<file path="src/rtl/riscv_loader_pkg.sv">
// Shared definitions for the instruction-memory loader: widths, framing constants and FSM state codes.
package riscv_loader_pkg;

  localparam int unsigned BYTE_W         = 8;
  localparam int unsigned WORD_W         = 32;
  localparam int unsigned CNT_W          = 16;
  localparam int unsigned BYTES_PER_WORD = 4;
  localparam int unsigned HDR_BYTES      = 2;
  localparam int unsigned STATE_W        = 3;

  typedef logic [STATE_W-1:0] state_t;

  localparam state_t S_IDLE   = 3'd0;
  localparam state_t S_HDR_HI = 3'd1;
  localparam state_t S_HDR_LO = 3'd2;
  localparam state_t S_WORD   = 3'd3;
  localparam state_t S_WRITE  = 3'd4;
  localparam state_t S_DONE   = 3'd5;
  localparam state_t S_ERR    = 3'd6;

endpackage

</file>
<file path="src/rtl/imem_loader_byte_word_packer.sv">
// Big-endian 8->32 assembler: holds the first three bytes of a word and presents
// the complete word combinationally while its fourth byte is being accepted.
module byte_word_packer
  import riscv_loader_pkg::*;
(
  input  logic              clk,
  input  logic              rst_n,
  input  logic              clear_i,
  input  logic              byte_valid_i,
  input  logic [BYTE_W-1:0] byte_i,
  output logic [WORD_W-1:0] word_next_c,
  output logic              word_valid_c
);

  localparam int unsigned HOLD_W   = WORD_W - BYTE_W;
  localparam int unsigned BCNT_W   = $clog2(BYTES_PER_WORD);
  localparam logic [BCNT_W-1:0] LAST_BYTE = BCNT_W'(BYTES_PER_WORD - 1);

  logic [HOLD_W-1:0] hold_q, hold_d;
  logic [BCNT_W-1:0] cnt_q, cnt_d;

  assign word_next_c  = {hold_q, byte_i};
  assign word_valid_c = byte_valid_i && (cnt_q == LAST_BYTE);

  always_comb begin
    hold_d = hold_q;
    cnt_d  = cnt_q;
    if (clear_i) begin
      hold_d = '0;
      cnt_d  = '0;
    end else if (byte_valid_i) begin
      hold_d = {hold_q[HOLD_W-BYTE_W-1:0], byte_i};
      cnt_d  = word_valid_c ? '0 : cnt_q + BCNT_W'(1);
    end
  end

  always_ff @(posedge clk or negedge rst_n) begin
    if (!rst_n) begin
      hold_q <= '0;
      cnt_q  <= '0;
    end else begin
      hold_q <= hold_d;
      cnt_q  <= cnt_d;
    end
  end

endmodule

</file>
<file path="src/rtl/imem_loader.sv">
// Boot loader: parses a 16-bit word-count header and a big-endian byte stream,
// writes instruction memory word by word, then releases the processor.
module imem_loader
  import riscv_loader_pkg::*;
#(
  parameter int unsigned IMEM_AW    = 8,
  parameter int unsigned IMEM_DEPTH = 256
) (
  input  logic               clk,
  input  logic               reset,
  input  logic               start,
  input  logic               in_valid,
  input  logic [BYTE_W-1:0]  in_data,
  output logic               in_ready,
  output logic               imem_we,
  output logic [IMEM_AW-1:0] imem_addr,
  output logic [WORD_W-1:0]  imem_wdata,
  output logic               cpu_run,
  output logic               busy,
  output logic               done,
  output logic               err,
  output logic [CNT_W-1:0]   words_loaded
);

  state_t             state_q, state_d;
  logic [CNT_W-1:0]   count_q, count_d;
  logic [CNT_W-1:0]   index_q, index_d;
  logic [CNT_W-1:0]   words_q, words_d;
  logic               in_ready_q, in_ready_d;
  logic               busy_q, busy_d;
  logic               we_q, we_d;
  logic               done_q, done_d;
  logic               err_q, err_d;
  logic [IMEM_AW-1:0] addr_q;
  logic [WORD_W-1:0]  wdata_q;

  logic               xfer_c;
  logic               pk_clear_c;
  logic               word_valid_c;
  logic [WORD_W-1:0]  word_next_c;
  logic [CNT_W-1:0]   hdr_count_c;

  assign xfer_c      = in_valid && in_ready_q;
  assign hdr_count_c = {count_q[CNT_W-1:BYTE_W], in_data};

  byte_word_packer u_packer (
    .clk          (clk),
    .rst_n        (reset),
    .clear_i      (pk_clear_c),
    .byte_valid_i (xfer_c && (state_q == S_WORD)),
    .byte_i       (in_data),
    .word_next_c  (word_next_c),
    .word_valid_c (word_valid_c)
  );

  // Next state; handshake/strobe outputs decode the next state so they align with it.
  always_comb begin
    state_d    = state_q;
    count_d    = count_q;
    index_d    = index_q;
    words_d    = words_q;
    pk_clear_c = 1'b0;
    case (state_q)
      S_IDLE, S_DONE, S_ERR: begin
        if (start) begin
          state_d    = S_HDR_HI;
          words_d    = '0;
          pk_clear_c = 1'b1;
        end
      end
      S_HDR_HI: begin
        if (xfer_c) begin
          count_d = {in_data, count_q[BYTE_W-1:0]};
          state_d = S_HDR_LO;
        end
      end
      S_HDR_LO: begin
        if (xfer_c) begin
          count_d = hdr_count_c;
          if (hdr_count_c == '0) begin
            state_d = S_DONE;
          end else if (hdr_count_c > CNT_W'(IMEM_DEPTH)) begin
            state_d = S_ERR;
          end else begin
            state_d    = S_WORD;
            index_d    = '0;
            pk_clear_c = 1'b1;
          end
        end
      end
      S_WORD: begin
        if (word_valid_c) state_d = S_WRITE;
      end
      S_WRITE: begin
        index_d = index_q + CNT_W'(1);
        words_d = words_q + CNT_W'(1);
        state_d = (index_q + CNT_W'(1) == count_q) ? S_DONE : S_WORD;
      end
      default: state_d = S_IDLE;
    endcase

    in_ready_d = (state_d == S_HDR_HI) || (state_d == S_HDR_LO) || (state_d == S_WORD);
    busy_d     = in_ready_d || (state_d == S_WRITE);
    we_d       = (state_d == S_WRITE);
    done_d     = (state_q == S_DONE);
    err_d      = (state_q == S_ERR);
  end

  always_ff @(posedge clk or negedge reset) begin
    if (!reset) begin
      state_q    <= S_IDLE;
      count_q    <= '0;
      index_q    <= '0;
      words_q    <= '0;
      in_ready_q <= 1'b0;
      busy_q     <= 1'b0;
      we_q       <= 1'b0;
      done_q     <= 1'b0;
      err_q      <= 1'b0;
      addr_q     <= '0;
      wdata_q    <= '0;
    end else begin
      state_q    <= state_d;
      count_q    <= count_d;
      index_q    <= index_d;
      words_q    <= words_d;
      in_ready_q <= in_ready_d;
      busy_q     <= busy_d;
      we_q       <= we_d;
      done_q     <= done_d;
      err_q      <= err_d;
      if (we_d) begin
        addr_q  <= index_q[IMEM_AW-1:0];
        wdata_q <= word_next_c;
      end
    end
  end

  assign in_ready     = in_ready_q;
  assign busy         = busy_q;
  assign imem_we      = we_q;
  assign imem_addr    = addr_q;
  assign imem_wdata   = wdata_q;
  assign done         = done_q;
  assign cpu_run      = done_q;
  assign err          = err_q;
  assign words_loaded = words_q;

endmodule

</file>
<file path="config.mk">
export PLATFORM = sky130hd
export DESIGN_NAME = imem_loader
export DESIGN_NICKNAME = d
export VERILOG_FILES = /design/src/rtl/riscv_loader_pkg.sv /design/src/rtl/imem_loader_byte_word_packer.sv /design/src/rtl/imem_loader.sv
export SDC_FILE = /design/constraint.sdc
export NUM_CORES = 1
export LEC_CHECK = 0
export ABC_AREA = 1
export CAP_MARGIN = 40
export CORE_MARGIN = 3
export CORE_UTILIZATION = 60
export DETAILED_ROUTE_END_ITERATION = 7
export DONT_BUFFER_PORTS = 1
export PLACE_DENSITY = 0.79
export SLEW_MARGIN = 20
export SYNTH_ARGS = -nofsm -noshare
export SYNTH_HDL_FRONTEND = slang
export SYNTH_SLANG_ARGS = --single-unit
export TNS_END_PERCENT = 20
</file>
<file path="constraint.sdc">
create_clock -name clk -period 4.9 [get_ports clk]
set_input_delay 0.49 -clock clk [delete_from_list [all_inputs] [get_ports clk]]
set_output_delay 0.49 -clock clk [all_outputs]
set_load 0.01 [all_outputs]
</file>
**Word level (Yosys, flattened, before mapping)**

Cells that the tools add are included.
W data, S select, Z words.

- Equal/unequal tests: 16
- Reduce and logical (&&, ||, !) cells: 16
- Add/sub/neg operators: 3
- Bitwise logic cells: 2
- Mux-type cells: 27
- $lt $le $gt $ge: 1

Operators by type and width:

| cell | count |
|---|---|
| $pmux W16 S2 | 3 |
| $mux W16 | 5 |
| $mux W24 | 2 |
| $add A16 B1 Y16 const B | 2 |
| $mux W3 | 7 |
| $eq A16 B16 Y1 | 1 |
| $gt A16 B9 Y1 const B | 1 |
| $logic_not A16 Y1 | 1 |
| $pmux W3 S5 | 1 |
| $eq A3 B2 Y1 const B | 4 |
| $eq A3 B3 Y1 const B | 4 |
| $mux W8 | 1 |
| $ne A2 B2 Y1 const B | 4 |
| $eq A3 B1 Y1 const B | 2 |
| $mux W2 | 3 |
| $reduce_and A3 Y1 | 2 |
| $reduce_bool A2 Y1 | 3 |
| $mux W1 | 4 |
| $reduce_and A4 Y1 | 1 |
| $logic_and A1 B1 Y1 | 3 |
| $logic_not A3 Y1 | 1 |
| $logic_or A1 B1 Y1 | 3 |
| $reduce_or A3 Y1 | 1 |
| $add A2 B1 Y2 const B | 1 |
| other kinds (4) | 5 |

- Register bits: 122

**Depth between registers and ports, before layout**

Gate-level depths: netlist (run 1).

- Depth in word-level cells: 9
- Mapped depth: 16

**Cells and area by module**

A second synthesis (run 1) with hierarchy kept.

- Cell total of the unflattened synthesis: 723
- Area, all modules: 5880.6 µm²

Modules (own cells, without submodules):

| module | instances | area an instance (µm²) | cells an instance |
|---|---|---|---|
| imem_loader | 1 | 4670.7 | 598 |
| byte_word_packer | 1 | 1209.9 | 125 |

**Least setup slack after synthesis (run 1)**

No wires, ideal clock.

- Path kind: register to register
- From: register index_q[0]
- To: register busy_q (netlist: busy)
- Library setup time: 0.126 ns
- Slack: 3.100 ns
- Data required time: 4.774 ns
- Stages on the path, launching flop included: 17
- Period minus slack after synthesis: 1.800 ns
- Data arrival time: 1.673 ns
- Cells stage by stage: dfrtp_1 ha_1 nand2_2 nor2_8 nand2_2 nand2_2 nand2_1 nand2_1 nand2_1 nor2_1 nand2_1 nor2_2 nand3_1 nand2_1 nand3_1 nand2_1 nand2_1

- Word-level cells in the longest chain between the ends: 8
- Elaborated cells between the ends (all ways): 11

Ends and longest elaborated chain:

| item | RTL line | source |
|---|---|---|
| start, declared | imem_loader.sv:27 | `logic [CNT_W-1:0] index_q, index_d;` |
| start signal, assigned | imem_loader.sv:125 | `index_q <= index_d;` |
| $add A16 B1 Y16 (*) | imem_loader.sv:97 | `state_d = (index_q + CNT_W'(1) == count_q) ? S_DONE : S_WORD;` |
| $eq A16 B16 Y1 (*) | imem_loader.sv:97 |  |
| $mux W3 (*) | imem_loader.sv:97 |  |
| $pmux W3 S5 (*) | imem_loader.sv:63 | `case (state_q)` |
| $eq A3 B1 Y1 or $eq A3 B2 Y1 (tied branches) | imem_loader.sv:102 | `in_ready_d = (state_d == S_HDR_HI) \|\| (state_d == S_HDR_LO) \|\| (state_d == S_WORD);` |
| $logic_or A1 B1 Y1 (2 in series) | imem_loader.sv:102 |  |
| $logic_or A1 B1 Y1 (*) | imem_loader.sv:103 | `busy_d = in_ready_d \|\| (state_d == S_WRITE);` |
| named net busy_d | imem_loader.sv:30 | `logic busy_q, busy_d;` |
| end signal, assigned | imem_loader.sv:128 | `busy_q <= busy_d;` |
| end, declared | imem_loader.sv:30 |  |

Mark *: on every way through the listed nets, which the timed path passes. The rest lies on a longest branch.
A chain may end at the register's enable or synchronous reset.

**Final worst setup path (run 1)**

- From: register state_q[2]
- To: register u_packer.hold_q[10]

- Word-level cells in the longest chain between the ends: 4
- Elaborated cells between the ends (all ways): 10

Ends and longest elaborated chain:

| item | RTL line | source |
|---|---|---|
| start, declared | imem_loader.sv:25 | `state_t state_q, state_d;` |
| start signal, assigned | imem_loader.sv:123 | `state_q <= state_d;` |
| $eq A3 B3 Y1 or $logic_not A3 Y1 (tied branches) | imem_loader.sv:63 |  |
| $reduce_or A3 Y1 | imem_loader.sv:63 |  |
| $pmux W1 S2 | imem_loader.sv:63 |  |
| $mux W24 or $reduce_bool A2 Y1 (tied branches) | - |  |
| end signal, assigned | imem_loader_byte_word_packer.sv:42 | `hold_q <= hold_d;` |
| end, declared | imem_loader_byte_word_packer.sv:19 | `logic [HOLD_W-1:0] hold_q, hold_d;` |

Parallel ways exist; a longest one is shown, timed or not.

==> metrics, run 1 <==
P_sw=around 0.0015 W; power share of the combinational group=around 28%; CTS tree=done; Starting Density=62.5%; clock-pin slew on the worst setup and hold paths=0.06 ns; I/O pin total=74; count of final setup violators=0; Post-DP HPWL=8.79 mm; GPL Wtd Cong=0.966; Synth Flop Type=dfrtp_1; EDFF count, synth=0; Worst-Skew Late Latency=about 0.52 ns; hold path cells=2; CTS buffer count=17; top post-synthesis cells by area=dfrtp_1, nand2_1, o21ai_0, inv_1, nand3_1; DR iter-0 viols=360; CTS Hold Bufs=2; Critical Path RT=5.28 ns; Fillers=643; CP Capture Type=register; Cells after Synth=647; critical path class=reg -> reg; layout cell share with drive strength beyond 1=a little under a tenth; Final Hold Viols=0; status=finished clean; Synth Area in Compound Gates=between 10% and 20%; share of the synthesized area in the top cell type=55.2%; Adder-Cell Fraction of Synth Area=0.678%; number of max-cap violations=0; Yosys warnings=0; Die Width=~100 um; CTS HTree Levels=4; mux share of post-synthesis cell area=less than 1%; Tmin final=2.42 ns; Peak VDD IR=0.389 mV; Post-Route Utilization=approximately 70%; Worst Setup Start Kind=register; post-CTS setup buffers=0; sequential power share=40.0%; post-synthesis xor/xnor area fraction=0.158%; RSZ-0062 raised after global routing=false; Pre-antenna DRT Iters=6; largest net degree at the start of global routing=123; Avg WL per Cell=17.1 um; Longest Clk Path Bufs=2; vias per inst=5.79; relative slew slack=between 50% and 60%; asr flop ratio synth=100%; clock share of power=31.9%; Fmax achieved=slightly above 400 MHz; Global Route Usage Sum=27.1%; fin. max-slew vios=0; sequential area share after synthesis=55.2%; Diodes inserted=0; via count=4478; initial antenna violation count=0; DRC Markers=0; Syn Nets=662; Pwr Density=slightly below 600 nW/um^2; worst-margin pin slew=0.669 ns; P_leak=around 3 nW; largest area contributor in the netlist=dfrtp_1; Rows=34; count leader, synth=nand2_1; post-synthesis simple-gate area fraction=22.9%; GRT overflow=0; clock skew=0.00696 ns; die area=10400 sq um; crit path DAT=2.80 ns; Post-DRT Antenna Nets=0; Nets=667; final period utilization=49.3%; cells on worst reg2reg path=7; cts repair resizes=0; Mapped Area=5530 sq um; internal power=0.00224 W; Port Buffer Count=0; maximum fanout along the worst path=25; sw frac=39.4%; syn avg cell area=8.55 sq um; first-pass GRT wire length=21.6 mm; Layout area overhead=12.3%; min-delay worst type=in -> reg; core area=8850 sq um; largest family of logic cells by synthesized area=simple AND/OR/NAND/NOR gates; drt total wl=13.2 mm; number of global-route vias before repair=4433; setup TNS=0 ns; Seq cells post-synth=122; Netlist cell types=37; root buffer cell=clkbuf_8; Sink Count=between 100 and 150; Die H=102 um; most common library cells after synthesis=nand2_1, dfrtp_1, inv_1
cell families (layout without fill, tap and decap cells):
kind of cell | Yosys count | count (layout)
and+or+nand+nor | 281 | 281
AOI/OAI and AO/OA | 127 | 127
DFF | 122 | 122
buffers and inverters | 111 | 129
adders and majority gates | 3 | 3
muxes | 2 | 2
xor gates and xnor gates | 1 | 1
layer usage:
| layer | global-route usage, % | vias to the layer above | wire (um) | part of all wire, % |
|---|---|---|---|---|
| li1 | - | 2146 | - | - |
| met1 | 35.3 | 2144 | 5510 | 42 |
| met2 | 42.8 | 161 | 6540 | 50 |
| met3 | 8.19 | 27 | 932 | 7.1 |
| met4 | 10.6 | 0 | 224 | 1.7 |
| met5 | 0 | - | 0 | 0 |
cell type report:
class	count	area [sq um]	area share [%]
inverter	91	342	5.50
sequential	122	3050	49.1
clock inverter	15	144	2.31
timing repair buffer	6	82.6	1.33
multi-input combinational	414	2050	32.9
clock buffer	17	414	6.66
tap	108	135	2.17
power groups by stage:
stage	clock network, W	registers (W)	logic (W)
after detailed placement	0	0.00149	0.000988
after global routing	0.00124	0.00151	0.00119
final	0.00118	0.00148	0.00104
after global placement	0	0.00149	0.000929
after CTS	0.00119	0.00148	0.00103
after floorplan	0	0.00144	0.000786
state kept, by name, summed over array words and instances (netlist names):
register         flops
busy                 1
count_q             16
cpu_run              1
err                  1
imem_addr            8
imem_wdata          32
imem_we              1
in_ready             1
index_q             16
state_q              3
u_packer.cnt_q       2
u_packer.hold_q     24
words_loaded        16
per-stage QoR:
stage / setup WS [ns] / instances / instance area (sq um) / power (W) / hold WS (ns)
2_1_floorplan: 3.10 / 647 / 5530 / 0.00222 / 0.194
3_3_place_gp: 2.36 / 737 / 5590 / 0.00241 / 0.199
3_5_place_dp: 2.60 / 739 / 5620 / 0.00248 / 0.198
4_1_cts: 2.49 / 773 / 6220 / 0.00370 / 0.0851
5_1_grt: 2.29 / 773 / 6220 / 0.00394 / 0.0989
6_report: 2.48 / 773 / 6220 / 0.00370 / 0.0954
worst max-delay path, cell delays in order (launching register included):
cell	delay, ns
dfrtp_1	0.44
nor3_2	0.23
inv_1	0.09
nor2_4	0.13
clkinv_1	0.55
nand3_1	0.50
buf_8	0.23
o22ai_1	0.10
layout by cell type, fill, tap and decap left out, types with 3 or more instances in the layout:
| master | count |
|---|---|
| nand3_1 | 46 |
| inv_6 | 5 |
| nor3_1 | 3 |
| nand4_1 | 17 |
| inv_1 | 86 |
| o22ai_1 | 36 |
| nor2_1 | 35 |
| nand3b_1 | 3 |
| inv_2 | 4 |
| clkbuf_16 | 16 |
| nor2_4 | 4 |
| ha_1 | 3 |
| nand2_2 | 7 |
| inv_8 | 6 |
| nor2_2 | 4 |
| dfrtp_1 | 122 |
| a21oi_1 | 11 |
| nand2_1 | 156 |
| o21ai_0 | 69 |
path summary, 6_finish.rpt:
kind                                        start                         endpoint  slack [ns]
max                          state_q[2]$_DFF_PN0_  u_packer.hold_q[10]$_DFFE_PN0P_        2.48
min                                    in_data[7]           count_q[7]$_DFFE_PN0P_         0.1
max reg2reg                  state_q[2]$_DFF_PN0_  u_packer.hold_q[10]$_DFFE_PN0P_        2.48
min reg2reg                count_q[5]$_DFFE_PN0P_           count_q[5]$_DFFE_PN0P_        0.53
max in group asynchronous                   reset   u_packer.hold_q[6]$_DFFE_PN0P_        3.88
min in group asynchronous                   reset       imem_wdata[21]$_DFFE_PN0P_        0.60
(Power assumes the default switching activity.)
==> inputs of run 2 (changes only) <==
clock period = 2.5 ns   (was 4.9 ns; I/O delays follow)
==> metrics, run 2 (synthesized netlist as in run 1, its figures left out) <==
P_leak=3.07 nW; Rows=34; Post-DP HPWL=8.86 mm; CTS Hold Bufs=8; Peak VDD IR=0.589 mV; failing checks=negative hold slack; Sink Count=122; Longest Clk Path Bufs=2; Diodes inserted=0; GRT overflow=0; min-delay worst type=in -> async; count of final setup violators=0; largest net degree at the start of global routing=123; Nets=678; max reg flops=32; commonest non-fill, non-tap cell in the layout=nand2_1; die area=10400 sq um; number of global-route vias before repair=around 4500; Layout area overhead=14.3%; relative slew slack=56.2%; clock skew=approximately 0.0082 ns; final period utilization=85.9%; I/O pin total=74; vias per inst=between 5 and 6; root buffer cell=clkbuf_8; clock-pin slew on the worst setup and hold paths=0.06 ns; most frequent cells in the layout=nand2_1, dfrtp_1, inv_1; status=finished with violations; Critical Path RT=roughly 2.9 ns; CP Capture Type=register; DR iter-0 viols=452; cts repair resizes=0; Starting Density=between 60% and 70%; CTS buffer count=17; Final Hold Viols=around 120; maximum fanout along the worst path=8; Tmin final=2.15 ns; critical path class=reg -> reg; Fillers=662; Fmax achieved=466 MHz; CTS tree=done; Fin Hold WS=-0.576 ns; layout cell share with drive strength beyond 1=a little under a tenth; Worst-Skew Late Latency=0.52 ns; Die H=102 um; fin. max-slew vios=0; Port Buffer Count=0; Pwr Density=1180 nW/um^2; worst-margin pin slew=~0.66 ns; core area=8850 sq um; Avg WL per Cell=17.3 um; Post-DRT Antenna Nets=0; DRC Markers=0; Pre-antenna DRT Iters=5; Die Width=102 um; via count=4616; GPL Wtd Cong=about 0.95; Worst Setup Start Kind=register; crit path DAT=2.56 ns; first-pass GRT wire length=22.6 mm; RSZ-0062 raised after global routing=false; CTS HTree Levels=4; drt total wl=13.6 mm; post-CTS setup buffers=0; setup TNS=0 ns; Global Route Usage Sum=28.2%; number of max-cap violations=0; initial antenna violation count=0
-- run 2: cell types whose count changed in the layout (fill, tap and decap cells not counted) --
cell | before | now
clkinv_2 | 0 | 1
buf_4 | 2 | 9
clkbuf_1 | 0 | 1
clkinvlp_4 | 2 | 1
clkinv_4 | 2 | 3
dlygate4sd3_1 | 1 | 8
inv_8 | 6 | 1
bufinv_16 | 0 | 3
buf_16 | 1 | 0
buf_8 | 2 | 0
-- run 2: final cells by class --
cell class / count / area [sq um] / share of cell area [%]
Sequential cell: 122 / 3050 / 48.3
Multi-Input combinational cell: 414 / 2050 / 32.3
Clock buffer: 18 / 418 / 6.61
Inverter: 91 / 342 / 5.40
Tap cell: 108 / 135 / 2.14
Timing Repair Buffer: 17 / 148 / 2.33
Clock inverter: 14 / 184 / 2.91
-- run 2: metal layers --
metal	up-vias	GRT usage (%)	wire [um]
li1	2162	-	-
met1	2234	36.9	5550
met2	189	45.4	6830
met3	31	8.46	929
met4	0	9.38	267
met5	-	0	0
-- run 2: worst max-delay path, stage by stage (launching register included) --
cell     delay [ns]
dfrtp_1        0.46
ha_1           0.28
nand2_2        0.13
nor2_8         0.16
nand4_1        0.15
nand2_1        0.12
nand2_1        0.05
nand2_1        0.05
nand2_1        0.05
nor2_1         0.13
nand3_1        0.09
nand2_1        0.11
nand3_1        0.10
nand2_1        0.10
nand2_1        0.05
-- run 2: path summary, 6_finish.rpt --
| path | startpoint | endpoint | slack [ns] | cells past startpoint |
|---|---|---|---|---|
| worst max-delay path | index_q[0]$_DFFE_PN0P_ | busy$_DFF_PN0_ | 0.35 | 14 |
| worst min-delay path | reset | index_q[11]$_DFFE_PN0P_ | -0.58 | 0 |
| worst max register to register | index_q[0]$_DFFE_PN0P_ | busy$_DFF_PN0_ | 0.35 | 14 |
| worst min register to register | u_packer.hold_q[21]$_DFFE_PN0P_ | u_packer.hold_q[21]$_DFFE_PN0P_ | 0.52 | 2 |
| max in group asynchronous | reset | words_loaded[12]$_DFFE_PN0P_ | 2.95 | 0 |
| min in group clk | in_data[3] | imem_wdata[3]$_DFFE_PN0P_ | 0.02 | 2 |
-- run 2: report_power, final --
part	internal (W)	switching, W	total [W]
logic	0.000669	0.00137	0.00203
clock network	0.00154	0.000970	0.00251
registers	0.00247	0.000469	0.00293
-- run 2: stage by stage --
step	utilization [%]	instances	area [sq um]	setup slack (ns)	total power [W]
floorplan	-	647	5530	0.700	0.00436
global placement	63.8	744	5640	0.540	0.00481
CTS	71.5	784	6320	0.397	0.00747
detailed placement	63.8	744	5640	0.438	0.00490
finish	71.5	784	6320	0.353	0.00748
global route	71.5	784	6320	0.162	0.00796
